**config.mk**
```make
export PLATFORM = sky130hd
export DESIGN_NAME = vga_timing_gen
export DESIGN_NICKNAME = d
export VERILOG_FILES = /design/src/rtl/vga_timing_pkg.sv /design/src/rtl/vga_axis_counter.sv /design/src/rtl/vga_timing_gen.sv
export SDC_FILE = /design/constraint.sdc
export NUM_CORES = 1
export LEC_CHECK = 0
export BUFFER_PORTS_ARGS = -buffer_cell sky130_fd_sc_hd__buf_4
export CAP_MARGIN = 25
export CORE_ASPECT_RATIO = 1.25
export CORE_MARGIN = 1
export CORE_UTILIZATION = 40
export CTS_CLUSTER_DIAMETER = 120
export DETAILED_ROUTE_END_ITERATION = 6
export PLACE_DENSITY = 0.73
export SYNTH_ARGS = -nofsm -noshare
export SYNTH_HDL_FRONTEND = slang
export SYNTH_HIERARCHICAL = 1
export SYNTH_SLANG_ARGS = --single-unit
```
**constraint.sdc**
```tcl
create_clock -name clk -period 2.6 [get_ports clk]
set_input_delay 0.26 -clock clk [delete_from_list [all_inputs] [get_ports clk]]
set_output_delay 0.26 -clock clk [all_outputs]
set_load 0.01 [all_outputs]
```
**src/rtl/vga_timing_pkg.sv**
```systemverilog
// Shared VGA timing constants and helpers for the raster generator.
// Two mode sets are kept: 640x480@60 (default, active-low syncs) and 800x600@60.
package vga_timing_pkg;

   localparam int DEF_H_ACTIVE = 640;
   localparam int DEF_H_FP     = 16;
   localparam int DEF_H_SYNC   = 96;
   localparam int DEF_H_BP     = 48;
   localparam int DEF_V_ACTIVE = 480;
   localparam int DEF_V_FP     = 10;
   localparam int DEF_V_SYNC   = 2;
   localparam int DEF_V_BP     = 33;
   localparam logic DEF_HS_POL = 1'b0;
   localparam logic DEF_VS_POL = 1'b0;

   // 800x600 needs an 11-bit counter, since its horizontal total exceeds 1024.
   localparam int SVGA_H_ACTIVE = 800;
   localparam int SVGA_H_FP     = 40;
   localparam int SVGA_H_SYNC   = 128;
   localparam int SVGA_H_BP     = 88;
   localparam int SVGA_V_ACTIVE = 600;
   localparam int SVGA_V_FP     = 1;
   localparam int SVGA_V_SYNC   = 4;
   localparam int SVGA_V_BP     = 23;
   localparam logic SVGA_HS_POL = 1'b1;
   localparam logic SVGA_VS_POL = 1'b1;

   function automatic int axis_total(input int active, input int fp, input int sync, input int bp);
      return active + fp + sync + bp;
   endfunction

endpackage

```
**src/rtl/vga_axis_counter.sv**
```systemverilog
// One raster axis: a wrap counter plus decode of the active and sync regions.
// Region decode is done one bit wider so region ends equal to 2^W still compare correctly.
module vga_axis_counter #(
   parameter int TOTAL  = 800,
   parameter int ACTIVE = 640,
   parameter int FP     = 16,
   parameter int SYNC   = 96,
   parameter int W      = 10
) (
   input  logic         clk,
   input  logic         rst,
   input  logic         ce,
   output logic [W-1:0] count,
   output logic         wrap,
   output logic         in_active,
   output logic         in_sync
);

   localparam logic [W-1:0] LAST       = W'(TOTAL - 1);
   localparam logic [W:0]   ACTIVE_END = (W+1)'(ACTIVE);
   localparam logic [W:0]   SYNC_START = (W+1)'(ACTIVE + FP);
   localparam logic [W:0]   SYNC_END   = (W+1)'(ACTIVE + FP + SYNC);

   logic [W:0] count_ext;

   assign count_ext = {1'b0, count};
   assign wrap      = ce && (count == LAST);
   assign in_active = count_ext < ACTIVE_END;
   assign in_sync   = (count_ext >= SYNC_START) && (count_ext < SYNC_END);

   always_ff @(posedge clk) begin
      if (rst) begin
         count <= '0;
      end else if (ce) begin
         count <= wrap ? '0 : count + 1'b1;
      end
   end

endmodule

```
**src/rtl/vga_timing_gen.sv**
```systemverilog
// Parametrised VGA raster timing generator with registered syncs, data enable,
// line/frame strobes and RGB blanking; outputs lag hcount/vcount by one pixel.
module vga_timing_gen
   import vga_timing_pkg::*;
#(
   parameter int   COLOR_W  = 4,
   parameter int   CNT_W    = 10,
   parameter int   H_ACTIVE = DEF_H_ACTIVE,
   parameter int   H_FP     = DEF_H_FP,
   parameter int   H_SYNC   = DEF_H_SYNC,
   parameter int   H_BP     = DEF_H_BP,
   parameter int   V_ACTIVE = DEF_V_ACTIVE,
   parameter int   V_FP     = DEF_V_FP,
   parameter int   V_SYNC   = DEF_V_SYNC,
   parameter int   V_BP     = DEF_V_BP,
   parameter logic HS_POL   = DEF_HS_POL,
   parameter logic VS_POL   = DEF_VS_POL
) (
   input  logic               clk,
   input  logic               rst,
   input  logic               pix_ce,
   input  logic [COLOR_W-1:0] red_in,
   input  logic [COLOR_W-1:0] green_in,
   input  logic [COLOR_W-1:0] blue_in,
   output logic [CNT_W-1:0]   hcount,
   output logic [CNT_W-1:0]   vcount,
   output logic [COLOR_W-1:0] red_out,
   output logic [COLOR_W-1:0] green_out,
   output logic [COLOR_W-1:0] blue_out,
   output logic               hsync,
   output logic               vsync,
   output logic               de,
   output logic               line_start,
   output logic               frame_start
);

   localparam int H_TOTAL = axis_total(H_ACTIVE, H_FP, H_SYNC, H_BP);
   localparam int V_TOTAL = axis_total(V_ACTIVE, V_FP, V_SYNC, V_BP);

   logic h_wrap, h_active, h_sync;
   logic v_wrap_unused, v_active, v_sync;
   logic pix_de;

   vga_axis_counter #(
      .TOTAL (H_TOTAL),
      .ACTIVE(H_ACTIVE),
      .FP    (H_FP),
      .SYNC  (H_SYNC),
      .W     (CNT_W)
   ) u_h_axis (
      .clk      (clk),
      .rst      (rst),
      .ce       (pix_ce),
      .count    (hcount),
      .wrap     (h_wrap),
      .in_active(h_active),
      .in_sync  (h_sync)
   );

   // The vertical axis only moves when the horizontal axis wraps.
   vga_axis_counter #(
      .TOTAL (V_TOTAL),
      .ACTIVE(V_ACTIVE),
      .FP    (V_FP),
      .SYNC  (V_SYNC),
      .W     (CNT_W)
   ) u_v_axis (
      .clk      (clk),
      .rst      (rst),
      .ce       (h_wrap),
      .count    (vcount),
      .wrap     (v_wrap_unused),
      .in_active(v_active),
      .in_sync  (v_sync)
   );

   assign pix_de = h_active && v_active;

   // Strobes drop on idle pixel-enable cycles so each lasts exactly one clk.
   always_ff @(posedge clk) begin
      if (rst) begin
         hsync       <= ~HS_POL;
         vsync       <= ~VS_POL;
         de          <= 1'b0;
         line_start  <= 1'b0;
         frame_start <= 1'b0;
         red_out     <= '0;
         green_out   <= '0;
         blue_out    <= '0;
      end else if (pix_ce) begin
         hsync       <= h_sync ? HS_POL : ~HS_POL;
         vsync       <= v_sync ? VS_POL : ~VS_POL;
         de          <= pix_de;
         line_start  <= (hcount == '0);
         frame_start <= (hcount == '0) && (vcount == '0);
         red_out     <= pix_de ? red_in   : '0;
         green_out   <= pix_de ? green_in : '0;
         blue_out    <= pix_de ? blue_in  : '0;
      end else begin
         line_start  <= 1'b0;
         frame_start <= 1'b0;
      end
   end

endmodule

```
# ---- After elaboration in Yosys (flattened, before gate mapping)
# Index checks and enable logic that the tools add are counted.
dict set report op_classes {
  n_eq_ne 2
  reduce_logical 9
  bitwise 1
  addsub 2
  n_mux 7
  n_lt_le_gt_ge 6
}
# op n
set op_table {}
lappend op_table {{$add A10 B1 Y10 const B} 2}
lappend op_table {{$eq A10 B10 Y1 const B} 2}
lappend op_table {{$logic_not A10 Y1} 2}
lappend op_table {{$lt A10 B10 Y1 const B} 2}
lappend op_table {{$lt A10 B9 Y1 const B} 2}
lappend op_table {{$mux W10} 2}
lappend op_table {{$mux W4} 3}
lappend op_table {{$ge A10 B10 Y1 const B} 1}
lappend op_table {{$ge A10 B9 Y1 const B} 1}
lappend op_table {{$logic_and A1 B1 Y1} 6}
lappend op_table {{$mux W1} 2}
lappend op_table {{$reduce_or A2 Y1} 1}
lappend op_table {{$not A1 Y1} 1}
dict set report word_totals {
  ff_bits 37
  elab_cells 37
}

# ---- Depth between registers and ports, before layout
dict set report depth {
  word_depth 4
  ltp_mapped 7
  depth_no_buf 6
}

# ---- Cells and area by module
# The synthesis kept the hierarchy.
# module cells_each area_per_inst_um2 instances
set by_module_without_submodules {}
lappend by_module_without_submodules {vga_timing_gen 62 598.1 1}
lappend by_module_without_submodules {{vga_axis_counter (u_v_axis)} 59 528.0 1}
lappend by_module_without_submodules {{vga_axis_counter (u_h_axis)} 62 525.5 1}

# ---- Least setup slack after synthesis
# OpenSTA, ideal clock, no wires.
dict set report synth_timing {
  path_kind {reg2reg}
  from {register u_h_axis.count[0]}
  to {register u_v_axis.count[9]}
  arrival_time_ns 2.101
  stages_incl_launch_ff 8
  setup_slack_ns 0.429
  cell_sequence {dfxtp_1 > ha_1 > nand4_2 > nor3_1 > buf_2 > nand3_4 > or4_1 > a21oi_1}
}
dict set report synth_between {
  elab_chain_len 4
}
# item line_no
set synth_rtl {}
lappend synth_rtl {{start: declaration} vga_axis_counter.sv:13} ;# output logic [W-1:0] count,
lappend synth_rtl {{start signal: assignment} vga_axis_counter.sv:35} ;# count <= wrap ? '0 : count + 1'b1;
lappend synth_rtl {{$eq A10 B10 Y1 (*)} vga_axis_counter.sv:27} ;# assign wrap = ce && (count == LAST);
lappend synth_rtl {{$logic_and A1 B1 Y1 (*)} vga_axis_counter.sv:27}
lappend synth_rtl {{net h_wrap} vga_timing_gen.sv:40} ;# logic h_wrap, h_active, h_sync;
lappend synth_rtl {{$logic_and A1 B1 Y1} vga_axis_counter.sv:27}
lappend synth_rtl {{$mux W10} vga_axis_counter.sv:35}
lappend synth_rtl {{end signal: assignment} vga_axis_counter.sv:35}
lappend synth_rtl {{end: declaration} vga_axis_counter.sv:13}
# The timed path passes the listed nets; every way through them passes the cells marked *.
# A chain may end at the register's enable or synchronous reset.

# ---- Worst setup path after layout
dict set report layout_timing {
  from {register u_h_axis.count[0]}
  to {register u_v_axis.count[7]}
}
# Same word-level chain as after synthesis.

==> results.json <==
{
  "power.density_nw_per_um2": 581,
  "end_kind": "flop",
  "clockBufferDepth": 2,
  "die_x_um": 59.4,
  "drive_above_1_share_pct": 28.8,
  "overflow": 0,
  "ys_warn_count": 6,
  "cts_setup_buffers": 0,
  "ir_worst_vdd_mv": 0.257,
  "hold_buffers": 0,
  "cap_violations": 0,
  "syn_area_um2": 1650,
  "cp_max_fo": 10,
  "hold_viol": 0,
  "grt_pass1_wl_um": 6000,
  "drc": 0,
  "switching_share_pct": 20.6,
  "wl_met1_um": 1650,
  "slew_violations": 0,
  "final_area_um2": 2210,
  "avgViaCountPerCell": 5.24,
  "timing.fmax_ghz": 0.465,
  "cts.clk_slew.worst_paths_ps": 70,
  "pwr-share-clk_pct": 45.3,
  "p_sw_uw": 264,
  "cp_slowest_stage_delay_ps": 520,
  "drt-initial-drc-count": 44,
  "dr.pass1.iters": 4,
  "slowest_stage": "or4_1",
  "grt_max_degree": 27,
  "critPathRequiredTime_ps": 2820,
  "rsz0062_at_grt": "no",
  "setup_viol": 0,
  "critPathLaunchType": "flop",
  "p_seq_share_pct": 46.7,
  "fin_util_pct": 57.3,
  "htreeDepth": 2,
  "status": "complete, no violations",
  "internal_power_mw": 1.02,
  "grt_antenna_before_repair": 0,
  "path_buf_inv": 1,
  "clkLatencyLatePin_ps": 280,
  "numPlacedInstances": 282,
  "p_leak_nw": 0.902,
  "combPwrFrac_pct": 8.0,
  "slew_headroom_pct": 62.0,
  "ioPinCount": 52,
  "fin_crit_ps": 2150,
  "cts_buffers": 5,
  "path_class": "flop to flop",
  "synthCells": 182,
  "numPortBuffers": 51,
  "nets": 254,
  "grt_use_total_pct": 18.1,
  "worstMarginPinSlew_ps": 565,
  "start_util_pct": 42.8,
  "finalWirelength_um": 3730,
  "postRouteAntennaNets": 0,
  "tritoncts": "yes",
  "routed-wl-met3_um": 221,
  "gp_congestion": 0.827,
  "fp.dieH_um": 73.7,
  "vias": 1521,
  "synthesis.nets": 201,
  "crit_arrival_ps": 2370,
  "top_layer": "met4",
  "design.core.area_um2": 3850,
  "skew_ps": 1.84,
  "final_cell_count_no_fill": 290,
  "area_growth_pct": 34.0,
  "grt_pass1_vias": 1318,
  "cts_root_buffer": "clkbuf_8",
  "rows": 25,
  "cts_resized": 0,
  "avgSynthCellArea_um2": 9.05,
  "fin_crit_sh_pct": 82.7,
  "clock_sinks": 37,
  "cp_top_family": "simple AND/OR/NAND/NOR gates",
  "antenna_cells": 0,
  "dieArea_um2": 4380,
  "hpwl_um": 2530,
  "placed_area_um2": 2070,
  "wire_per_inst_um": 12.9,
  "crit_chain": "ha_1, nand4_2, nor3_1, buf_4, nand3_4, or4_1, a21oi_1",
  "fin_tns_setup_ps": 0,
  "hold_path.class": "primary input to flop",
  "routed-wl-met2_um": 1800
}
[worst paths after layout]
check | slack [ps] | to | cells past startpoint | from
max | 450 | u_v_axis/count[7] | 7 | u_h_axis/count[0]
min | 200 | green_out[3] | 3 | green_in[3]
max reg2reg | 450 | u_v_axis/count[7] | 7 | u_h_axis/count[0]
min reg2reg | 490 | hsync | 2 | hsync
[metrics by stage]
stage          hold slack (ps)  worst slack, ps  total power [mW]
3_3_place_gp               468              550             0.712
5_1_grt                    202              246              1.33
4_1_cts                    196              452              1.30
6_report                   202              450              1.28
2_1_floorplan              329              436             0.658
3_5_place_dp               481              480             0.713
[metal layers]
metal | track usage [%] | up-vias
li1 | - | 779
met4 | 7.94 | 0
met5 | 0 | -
met1 | 23.0 | 694
met2 | 27.7 | 42
met3 | 5.99 | 6
[power groups by stage]
stage	Clock, mW	Combinational [mW]	Sequential (mW)
finish	0.581	0.102	0.598
global route	0.617	0.113	0.600
detailed placement	0	0.103	0.611
CTS	0.596	0.104	0.597
floorplan	0	0.0396	0.618
global placement	0	0.101	0.610
[worst reg2reg max path: cells and delay by family (launching register included)]
family | cells | cell delay [ps]
adder cells (fa/ha/maj) | 1 | 230
flip-flops | 1 | 430
buffers and inverters | 1 | 210
AND/OR/NAND/NOR | 4 | 1070
AO/OA/AOI/OAI | 1 | 150
[registers in the layout (all words and copies together) (netlist names)]
register        count
green_out           4
vsync               1
red_out             4
line_start          1
frame_start         1
blue_out            4
hsync               1
de                  1
u_h_axis/count     10
u_v_axis/count     10
[placed cells by master, fill, tap and decap left out, types with 2 or more instances in the layout]
master,n
nand2_1,10
o32ai_1,2
bufinv_16,2
o21ai_0,9
nor3_1,3
o31ai_1,5
dfxtp_1,37
a22oi_1,12
buf_4,52
ha_1,4
inv_1,7
or4_1,4
nand4_1,5
xor2_1,6
nand4_2,2
nor4_1,4
or3_1,6
nand2b_1,4
nand3_1,9
nor2_1,19
o22ai_1,2
clkbuf_8,5
and3_1,3
a21oi_1,10
[area by class of cell]
cell class                 count  area (um2)
inverter                       7        26.3
clock buffer                   5        68.8
fill                         370        1640
timing repair buffer          52         390
sequential                    37         741
multi-input combinational    132         847
clock inverter                 3        65.1
tap                           54        67.6
Note: power is estimated with default switching activity, not from simulation.
